## src/rtl/adder_seq_pkg.sv

```systemverilog
// rtl/adder_seq_pkg.sv - shared states, default widths and timing helpers for adder_delay_sequencer
package adder_seq_pkg;

  typedef enum logic [2:0] {
    IDLE    = 3'd0,
    LOAD    = 3'd1,
    SETTLE  = 3'd2,
    RUN     = 3'd3,
    STOP    = 3'd4,
    CAPTURE = 3'd5,
    DONE    = 3'd6
  } state_t;

  localparam int DEF_WIDTH         = 32;
  localparam int DEF_CNT_W         = 32;
  localparam int DEF_RUNS_W        = 8;
  localparam int DEF_ACC_W         = 40;
  localparam int DEF_SETTLE_CYCLES = 4;
  localparam int DEF_RUN_CYCLES    = 1024;
  localparam int DEF_SYNC_CYCLES   = 2;

  // Clocks spent per run: LOAD + SETTLE + RUN + STOP + CAPTURE.
  function automatic int cycles_per_run(input int settle, input int run, input int sync);
    return 1 + settle + run + sync + 1;
  endfunction

  function automatic int max3(input int x, input int y, input int z);
    int m;
    m = (x > y) ? x : y;
    return (m > z) ? m : z;
  endfunction

endpackage

```

## src/rtl/adder_seq_timer.sv

```systemverilog
// rtl/adder_seq_timer.sv - loadable down-counter with done flag shared by SETTLE, RUN and STOP
module adder_seq_timer #(
  parameter int W = 11
) (
  input  logic         i_clk,
  input  logic         i_rst_n,
  input  logic         i_load,
  input  logic [W-1:0] i_val,
  output logic         o_done
);

  logic [W-1:0] r_cnt;

  // Load a new interval, otherwise count down and park at zero.
  always_ff @(posedge i_clk) begin
    if (!i_rst_n) begin
      r_cnt <= '0;
    end else if (i_load) begin
      r_cnt <= i_val;
    end else if (r_cnt != '0) begin
      r_cnt <= r_cnt - W'(1);
    end
  end

  assign o_done = (r_cnt == '0);

endmodule

```

## src/rtl/adder_delay_sequencer.sv

```systemverilog
// rtl/adder_delay_sequencer.sv - run sequencer for the ring-oscillator adder; optional sum check via ADDER_SEQ_SUM_CHECK_EN
module adder_delay_sequencer
  import adder_seq_pkg::*;
#(
  parameter int WIDTH         = DEF_WIDTH,
  parameter int CNT_W         = DEF_CNT_W,
  parameter int RUNS_W        = DEF_RUNS_W,
  parameter int ACC_W         = DEF_ACC_W,
  parameter int SETTLE_CYCLES = DEF_SETTLE_CYCLES,
  parameter int RUN_CYCLES    = DEF_RUN_CYCLES,
  parameter int SYNC_CYCLES   = DEF_SYNC_CYCLES
) (
  input  logic              wb_clk_i,
  input  logic              wb_rst_n,
  input  logic              req_valid,
  output logic              req_ready,
  input  logic [WIDTH-1:0]  req_a,
  input  logic [WIDTH-1:0]  req_b,
  input  logic [RUNS_W-1:0] req_runs,
  output logic [WIDTH-1:0]  adder_a,
  output logic [WIDTH-1:0]  adder_b,
  output logic              ring_en,
  output logic              ring_clear,
  input  logic [CNT_W-1:0]  ring_count_i,
  input  logic [WIDTH-1:0]  sum_i,
  output logic              res_valid,
  input  logic              res_ready,
  output logic [ACC_W-1:0]  res_count,
  output logic [RUNS_W-1:0] res_runs,
  output logic              res_err,
  output logic              busy
);

  localparam int TMR_W = $clog2(max3(SETTLE_CYCLES, RUN_CYCLES, SYNC_CYCLES) + 1);
  localparam logic [TMR_W-1:0] L_SETTLE = TMR_W'(SETTLE_CYCLES - 1);
  localparam logic [TMR_W-1:0] L_RUN    = TMR_W'(RUN_CYCLES - 1);
  localparam logic [TMR_W-1:0] L_SYNC   = TMR_W'(SYNC_CYCLES - 1);

  state_t             r_state;
  state_t             w_next;
  logic [WIDTH-1:0]   r_a;
  logic [WIDTH-1:0]   r_b;
  logic [RUNS_W-1:0]  r_runs;
  logic [RUNS_W-1:0]  r_run_idx;
  logic [ACC_W-1:0]   r_acc;
  logic [WIDTH-1:0]   r_adder_a;
  logic [WIDTH-1:0]   r_adder_b;
  logic               w_accept;
  logic               w_tmr_load;
  logic [TMR_W-1:0]   w_tmr_val;
  logic               w_tmr_done;
  logic [RUNS_W-1:0]  w_idx_next;
  logic [ACC_W:0]     w_acc_sum;
  logic [ACC_W-1:0]   w_acc_next;

  adder_seq_timer #(.W(TMR_W)) u_timer (
    .i_clk   (wb_clk_i),
    .i_rst_n (wb_rst_n),
    .i_load  (w_tmr_load),
    .i_val   (w_tmr_val),
    .o_done  (w_tmr_done)
  );

  assign w_idx_next = r_run_idx + RUNS_W'(1);
  // One extra bit catches the carry so the accumulator clamps instead of wrapping.
  assign w_acc_sum  = {1'b0, r_acc} + {{(ACC_W + 1 - CNT_W){1'b0}}, ring_count_i};
  assign w_acc_next = w_acc_sum[ACC_W] ? {ACC_W{1'b1}} : w_acc_sum[ACC_W-1:0];

  // State register.
  always_ff @(posedge wb_clk_i) begin
    if (!wb_rst_n) r_state <= IDLE;
    else           r_state <= w_next;
  end

  // Next-state, timer control and handshake/ring outputs.
  always_comb begin
    w_next     = r_state;
    w_tmr_load = 1'b0;
    w_tmr_val  = '0;
    ring_en    = 1'b0;
    ring_clear = 1'b0;
    res_valid  = 1'b0;
    req_ready  = 1'b0;
    busy       = (r_state != IDLE);
    w_accept   = 1'b0;
    case (r_state)
      IDLE: begin
        // Gated by reset so every output reads 0 while reset is held.
        req_ready = wb_rst_n;
        w_accept  = req_valid && wb_rst_n;
        if (w_accept) w_next = LOAD;
      end
      LOAD: begin
        ring_clear = 1'b1;
        w_tmr_load = 1'b1;
        w_tmr_val  = L_SETTLE;
        w_next     = SETTLE;
      end
      SETTLE: begin
        if (w_tmr_done) begin
          w_tmr_load = 1'b1;
          w_tmr_val  = L_RUN;
          w_next     = RUN;
        end
      end
      RUN: begin
        ring_en = 1'b1;
        if (w_tmr_done) begin
          w_tmr_load = 1'b1;
          w_tmr_val  = L_SYNC;
          w_next     = STOP;
        end
      end
      STOP: begin
        if (w_tmr_done) w_next = CAPTURE;
      end
      CAPTURE: begin
        w_next = (w_idx_next == r_runs) ? DONE : LOAD;
      end
      DONE: begin
        res_valid = 1'b1;
        if (res_ready) w_next = IDLE;
      end
      default: w_next = IDLE;
    endcase
  end

  // Request latches, operand drive, run index and accumulator.
  always_ff @(posedge wb_clk_i) begin
    if (!wb_rst_n) begin
      r_a       <= '0;
      r_b       <= '0;
      r_runs    <= '0;
      r_run_idx <= '0;
      r_acc     <= '0;
      r_adder_a <= '0;
      r_adder_b <= '0;
    end else begin
      if (w_accept) begin
        r_a       <= req_a;
        r_b       <= req_b;
        r_runs    <= (req_runs == '0) ? RUNS_W'(1) : req_runs;
        r_run_idx <= '0;
        r_acc     <= '0;
      end
      if (r_state == LOAD) begin
        r_adder_a <= r_a;
        r_adder_b <= r_b;
      end
      if (r_state == CAPTURE) begin
        r_acc     <= w_acc_next;
        r_run_idx <= w_idx_next;
      end
    end
  end

  assign adder_a   = r_adder_a;
  assign adder_b   = r_adder_b;
  assign res_count = r_acc;
  assign res_runs  = r_runs;

`ifdef ADDER_SEQ_SUM_CHECK_EN
  logic             r_err;
  logic [WIDTH-1:0] w_exp_sum;

  assign w_exp_sum = r_a + r_b;

  // Sticky sum-mismatch flag, cleared when a new request is taken.
  always_ff @(posedge wb_clk_i) begin
    if (!wb_rst_n) begin
      r_err <= 1'b0;
    end else if (w_accept) begin
      r_err <= 1'b0;
    end else if (r_state == CAPTURE && sum_i != w_exp_sum) begin
      r_err <= 1'b1;
    end
  end

  assign res_err = r_err;
`else
  logic w_unused_sum;

  assign w_unused_sum = ^sum_i;
  assign res_err      = 1'b0;
`endif

endmodule

```

## config.mk

```make
export PLATFORM = sky130hd
export DESIGN_NAME = adder_delay_sequencer
export DESIGN_NICKNAME = d
export VERILOG_FILES = /design/src/rtl/adder_seq_pkg.sv /design/src/rtl/adder_seq_timer.sv /design/src/rtl/adder_delay_sequencer.sv
export SDC_FILE = /design/constraint.sdc
export NUM_CORES = 1
export LEC_CHECK = 0
export CELL_PAD_IN_SITES_DETAIL_PLACEMENT = 2
export CELL_PAD_IN_SITES_GLOBAL_PLACEMENT = 2
export CORE_MARGIN = 5
export CORE_UTILIZATION = 25
export CTS_BUF_LIST = sky130_fd_sc_hd__clkbuf_8
export DETAILED_ROUTE_END_ITERATION = 12
export GPL_ROUTABILITY_DRIVEN = 1
export HOLD_SLACK_MARGIN = 0.06
export MAX_ROUTING_LAYER = met4
export PLACE_DENSITY = 0.78
export SYNTH_ARGS = -nofsm -noshare
export SYNTH_HDL_FRONTEND = slang
export SYNTH_SLANG_ARGS = --single-unit
```

## constraint.sdc

```tcl
create_clock -name wb_clk_i -period 3.4 [get_ports wb_clk_i]
set_clock_uncertainty 0.15 [all_clocks]
set_input_delay 0.68 -clock wb_clk_i [delete_from_list [all_inputs] [get_ports wb_clk_i]]
set_output_delay 0.68 -clock wb_clk_i [all_outputs]
set_load 0.1 [all_outputs]
```

Word level (Yosys, flattened, before mapping). Index checks and enable logic that the tools add are counted.

Register bits: 198. Latch bits: 0. Bits in writable memories: 0. ROM bits: 0. Input bits: 140. Output and inout port bits: 118. Logic and storage cells: 59. Memories: 0.

$add $sub $neg: 3. $mul: 0. Divide/modulo/power cells: 0. $lt $le $gt $ge: 0. Equality and inequality tests: 12. Shifts and indexed selects: 0. Multiplexer cells: 25. Bitwise logic cells: 0. Reduce and logical (&&, ||, !) cells: 10.

Operators by type and width (count): 2-to-1 mux 40 bit (3); adder 40 x 32 -> 41 bit (1); case mux 10 bit (3 select lines) (1); 2-to-1 mux 8 bit (3); 2-to-1 mux 11 bit (2); case mux 3 bit (7 select lines) (1); 2-to-1 mux 3 bit (6); zero test 11 bit (1); nonzero test 11 bit (1); subtractor 11 x 1 -> 11 bit (second input constant) (1); 2-to-1 mux 10 bit (1); equality test 3 bit (second input constant) (3); adder 8 x 1 -> 8 bit (second input constant) (1); equality test 8 bit (1); zero test 8 bit (1); 2-to-1 mux 1 bit (7); equality test 3 x 2 -> 1 bit (second input constant) (2); != test 2 x 1 -> 1 bit (second input constant) (3); AND reduction 5 bit (1); != test 2 bit (second input constant) (2); nonzero test 2 bit (2); equality test 3 x 1 -> 1 bit (second input constant) (1); zero test 3 bit (1); nonzero test 3 bit (1); 3 further kinds (3).

Logic depth before layout (Yosys ltp).
Depth after elaboration: 4. Gate-level depth with buffers: 12. Gate-level depth less buffers: 11.

Modules after synthesis. From an unflattened synthesis, not the netlist that was laid out.

Cells, all modules: 1166. Area, all modules: 9272.6 um2.

Modules (own cells, without submodules): adder_delay_sequencer (times used 1, cells an instance 1093, area each 8639.5 um2); adder_seq_timer (times used 1, cells an instance 73, area each 633.1 um2).

Worst setup path before layout. Ideal clock, no wire load.

Path kind: flip-flop to flip-flop. Start point: register r_acc[0] (netlist: res_count[0]). End point: register r_acc[34] (netlist: res_count[34]). Library setup time: 120 ps. Arrival time: 3395 ps. Path slack: -265 ps. Stages on the path, launching flop included: 12. Path buffers: 0. Clock period less this slack: 3665 ps. Path through: dfxtp_1 ha_1 fa_1 a211oi_1 o21ai_2 o2111ai_1 and3b_1 or4b_4 a21boi_4 nor2_1 o2111a_1 a211o_1.

Cells in the longest elaborated chain, start to end: 3.

Ends and longest elaborated chain: start, declared (RTL line adder_delay_sequencer.sv:45) `logic [ACC_W-1:0] r_acc;`; start signal, assigned (RTL line adder_delay_sequencer.sv:151) `r_acc <= w_acc_next;`; adder 40 x 32 -> 41 bit (RTL line adder_delay_sequencer.sv:66) `assign w_acc_sum = {1'b0, r_acc} + {{(ACC_W + 1 - CNT_W){1'b0}}, ring_count_i};`; 2-to-1 mux 40 bit (RTL line adder_delay_sequencer.sv:67) `assign w_acc_next = w_acc_sum[ACC_W] ? {ACC_W{1'b1}} : w_acc_sum[ACC_W-1:0];`; 2-to-1 mux 40 bit (RTL line adder_delay_sequencer.sv:150) `if (r_state == CAPTURE) begin`.

Every way passes these cells. A chain may end at the register's enable or synchronous reset.

Worst setup path in the final report.
Start point: input ring_count_i[16]. End point: register r_acc[31] (netlist: res_count[31]).

Cells in the longest elaborated chain, start to end: 3.

Ends and longest elaborated chain: start, declared (RTL line adder_delay_sequencer.sv:24) `input logic [CNT_W-1:0] ring_count_i,`; adder 40 x 32 -> 41 bit (RTL line adder_delay_sequencer.sv:66); 2-to-1 mux 40 bit (RTL line adder_delay_sequencer.sv:67); 2-to-1 mux 40 bit (RTL line adder_delay_sequencer.sv:150).

Every way passes these cells.

==> impl_metrics.json <==
{
  "ctsHoldBuffers": 0,
  "r2r_end": "res_count[5]$_SDFFE_PN0P_",
  "yosysTopAreaCellShare_pct": 42.3,
  "wl_met3_um": 1770,
  "grt_pass1_wl_um": 57900,
  "grt_max_degree": 77,
  "numCtsBuffers": 17,
  "fin_util_pct": 34.9,
  "slew_headroom_pct": 34.3,
  "setup-violations-final": 0,
  "gr-usage-all-layers_pct": 17.8,
  "placement_rows": 71,
  "yosysWarnings": 0,
  "syn_inst": 1173,
  "vias_per_cell": 4.91,
  "worstPathArrival_ns": 3.65,
  "die_area_um2": 41400,
  "tritoncts": "yes",
  "drtPass1Iterations": 4,
  "p_leak_nw": 5.55,
  "r2r_cells": 11,
  "hp-class": "reg2reg",
  "clk_pin_slew_ns": 0.12,
  "regToRegSetupSlack_ns": 0.31,
  "routedWlPerCell_um": 19.1,
  "synth_largest_area_cell": "dfxtp_1",
  "clock_latency_ns": 0.50,
  "final_area_um2": 13000,
  "outcome": "completed",
  "postSynthAreaPerCell_um2": 7.99,
  "start_util_pct": 25.1,
  "die_h_um": 204,
  "drv_cap": 0,
  "cts_root_buf": "clkbuf_8",
  "grt_overflow_total": 0,
  "register_area_um2": 3980,
  "htreeDepth": 4,
  "clockBufferDepth": 2,
  "timing.final.crit_share_pct": 99.6,
  "synth_cell_type_count": 63,
  "ant_nets": 0,
  "synthTopCellsByArea": "dfxtp_1 42%, nand2_1 13%, a21oi_1 7.9%",
  "finalCriticalPeriod_ns": 3.39,
  "placement.io_buffers": 224,
  "fin_hold_ws_ns": 0.299,
  "max_freq_ghz": 0.295,
  "first_iter_violations": 251,
  "wl_met1_um": 16300,
  "critPathKind": "in2reg",
  "hp-start": "r_b[0]$_SDFFE_PN0P_",
  "dp_hpwl_um": 26500,
  "hold_viol": 0,
  "totalWireLength_um": 37000,
  "die_w_um": 204,
  "multiInputGateArea_um2": 5170,
  "layout.nets": 1615,
  "synth_seq_cells": 198,
  "grt_pass1_vias": 10500,
  "power.density_nw_per_um2": 552,
  "crit_required_ns": 3.67,
  "ys_dominant_reg_cell": "dfxtp_1",
  "core_area_um2": 37300,
  "vdd_drop_max_mv": 0.264,
  "ys_async_sr_fraction_pct": 0,
  "slew_viol_final": 0,
  "vias": 9501,
  "drive_above_1_share_pct": 21.7,
  "fillers": 4260,
  "holdPathEnd": "adder_b[0]$_SDFFE_PN0P_",
  "topRoutingLayerUsed": "met4",
  "rr_startpoint": "res_count[0]$_SDFFE_PN0P_",
  "seq_area_frac_synth_pct": 42.3,
  "antenna_found_initial": 7,
  "post_dp_cell_area_um2": 12400,
  "remaining_drc_errors": 0,
  "synth-edff-count": 0,
  "startpoint_type": "input port",
  "synthToLayoutAreaGrowth_pct": 39.1,
  "worst_hold_path.num_cells": 2,
  "synthesis.area_um2": 9370,
  "synth_nets": 1348,
  "cts.sinks": 198,
  "gp_congestion": 0.862,
  "dr_wl_met2_um": 18300,
  "end_kind": "register",
  "cp_max_fo": 5,
  "io_pins": 258,
  "tightest_slew_ns": 0.986,
  "tns_ns": 0
}
-- how the worst max path moves through the flow --
stage                                    from                    endpoint  cells past startpoint
CTS                           ring_count_i[0]  res_count[30]$_SDFFE_PN0P_                     12
global placement              ring_count_i[0]  res_count[20]$_SDFFE_PN0P_                     12
floorplan           res_count[4]$_SDFFE_PN0P_  res_count[34]$_SDFFE_PN0P_                     10
detailed placement            ring_count_i[1]  res_count[39]$_SDFFE_PN0P_                     12
finish                       ring_count_i[16]  res_count[31]$_SDFFE_PN0P_                     13
global route                 ring_count_i[16]  res_count[31]$_SDFFE_PN0P_                     13
-- state kept, by name (all words and copies together) (netlist names) --
register       cells
r_state            3
adder_a           32
res_runs           8
r_a               32
r_b               32
u_timer.r_cnt     11
res_count         40
r_run_idx          8
adder_b           32
-- cell usage after synthesis (all sizes together) (21+ instances only) --
cell / number
a21o: 24
a21oi: 149
a311oi: 24
buf: 21
clkbuf: 52
dfxtp: 198
ha: 34
nand2: 323
nand3: 91
nor2: 39
o21ai: 27
xnor2: 28
xor2: 24
-- cells by family (layout without fill, tap and decap cells) --
| logic type | count (synthesis) | after routing | synth area share, % |
|---|---|---|---|
| and+or+nand+nor | 517 | 517 | 23.8 |
| adders and majority gates | 35 | 35 | 4.75 |
| other | 1 | 8 | 0.0400 |
| DFF | 198 | 198 | 42.3 |
| xor gates and xnor gates | 52 | 52 | 4.86 |
| AOI/OAI and AO/OA | 281 | 281 | 20.3 |
| muxes | 2 | 2 | 0.214 |
| buffers and inverters | 87 | 367 | 3.78 |
-- layer usage --
| metal | vias up | global-route usage (%) |
|---|---|---|
| met4 | 0 | 4.77 |
| li1 | 4592 | - |
| met5 | - | - |
| met1 | 4675 | 21.3 |
| met2 | 197 | 30.4 |
| met3 | 37 | 4.12 |
-- per-stage QoR --
| stage | cells | power (mW) | setup WS [ns] |
|---|---|---|---|
| after floorplan | 1173 | 4.65 | 0.0208 |
| final | 1934 | 7.19 | 0.0119 |
| after global routing | 1934 | 7.60 | -0.0863 |
| after detailed placement | 1892 | 5.53 | -0.580 |
| after global placement | 1892 | 5.44 | -0.486 |
| after CTS | 1924 | 7.32 | 0.0379 |
-- placed cells by master, fill, tap and decap left out, types with 5 or more instances in the layout --
cell type / count
a21o_1: 24
a21oi_1: 146
a311oi_2: 23
a31oi_1: 7
and3_1: 10
buf_12: 6
buf_4: 207
clkbuf_8: 17
clkdlybuf4s50_1: 105
dfxtp_1: 189
dfxtp_2: 9
diode_2: 7
ha_1: 30
inv_1: 13
nand2_1: 323
nand2b_1: 8
nand3_1: 90
nor2_1: 39
nor3_1: 12
o21a_1: 5
o21ai_0: 23
or3_1: 5
xnor2_1: 28
xor2_1: 24
-- what timing repair did --
action,in CTS,in global routing
setup endpoints to repair,4,39
setup buffers,0,2
pin swaps,0,7
cloned,0,1
gates resized for setup,3,17
-- critical path, cell delays in order --
cell             delay, ns
clkdlybuf4s50_1       0.45
ha_1                  0.40
buf_4                 0.15
nand2_1               0.08
nor4_1                0.33
buf_4                 0.18
nand2_1               0.06
o211ai_1              0.42
nand3_1               0.17
o21ai_1               0.19
a21oi_1               0.10
xor2_1                0.17
a311oi_2              0.26
-- cell type report --
type / instances / share of cell area [%]
clock inverter: 15 / 1.66
antenna: 7 / 0.134
clock buffer: 17 / 1.79
inverter: 14 / 0.422
timing repair buffer: 321 / 21.3
sequential: 198 / 30.5
tap: 474 / 4.55
multi-input combinational: 888 / 39.7
-- power breakdown --
part	total [mW]	internal (mW)	switching, mW
Clock	1.75	0.766	0.982
Combinational	2.60	0.719	1.88
Sequential	2.84	2.63	0.214
(Power assumes the default switching activity.)
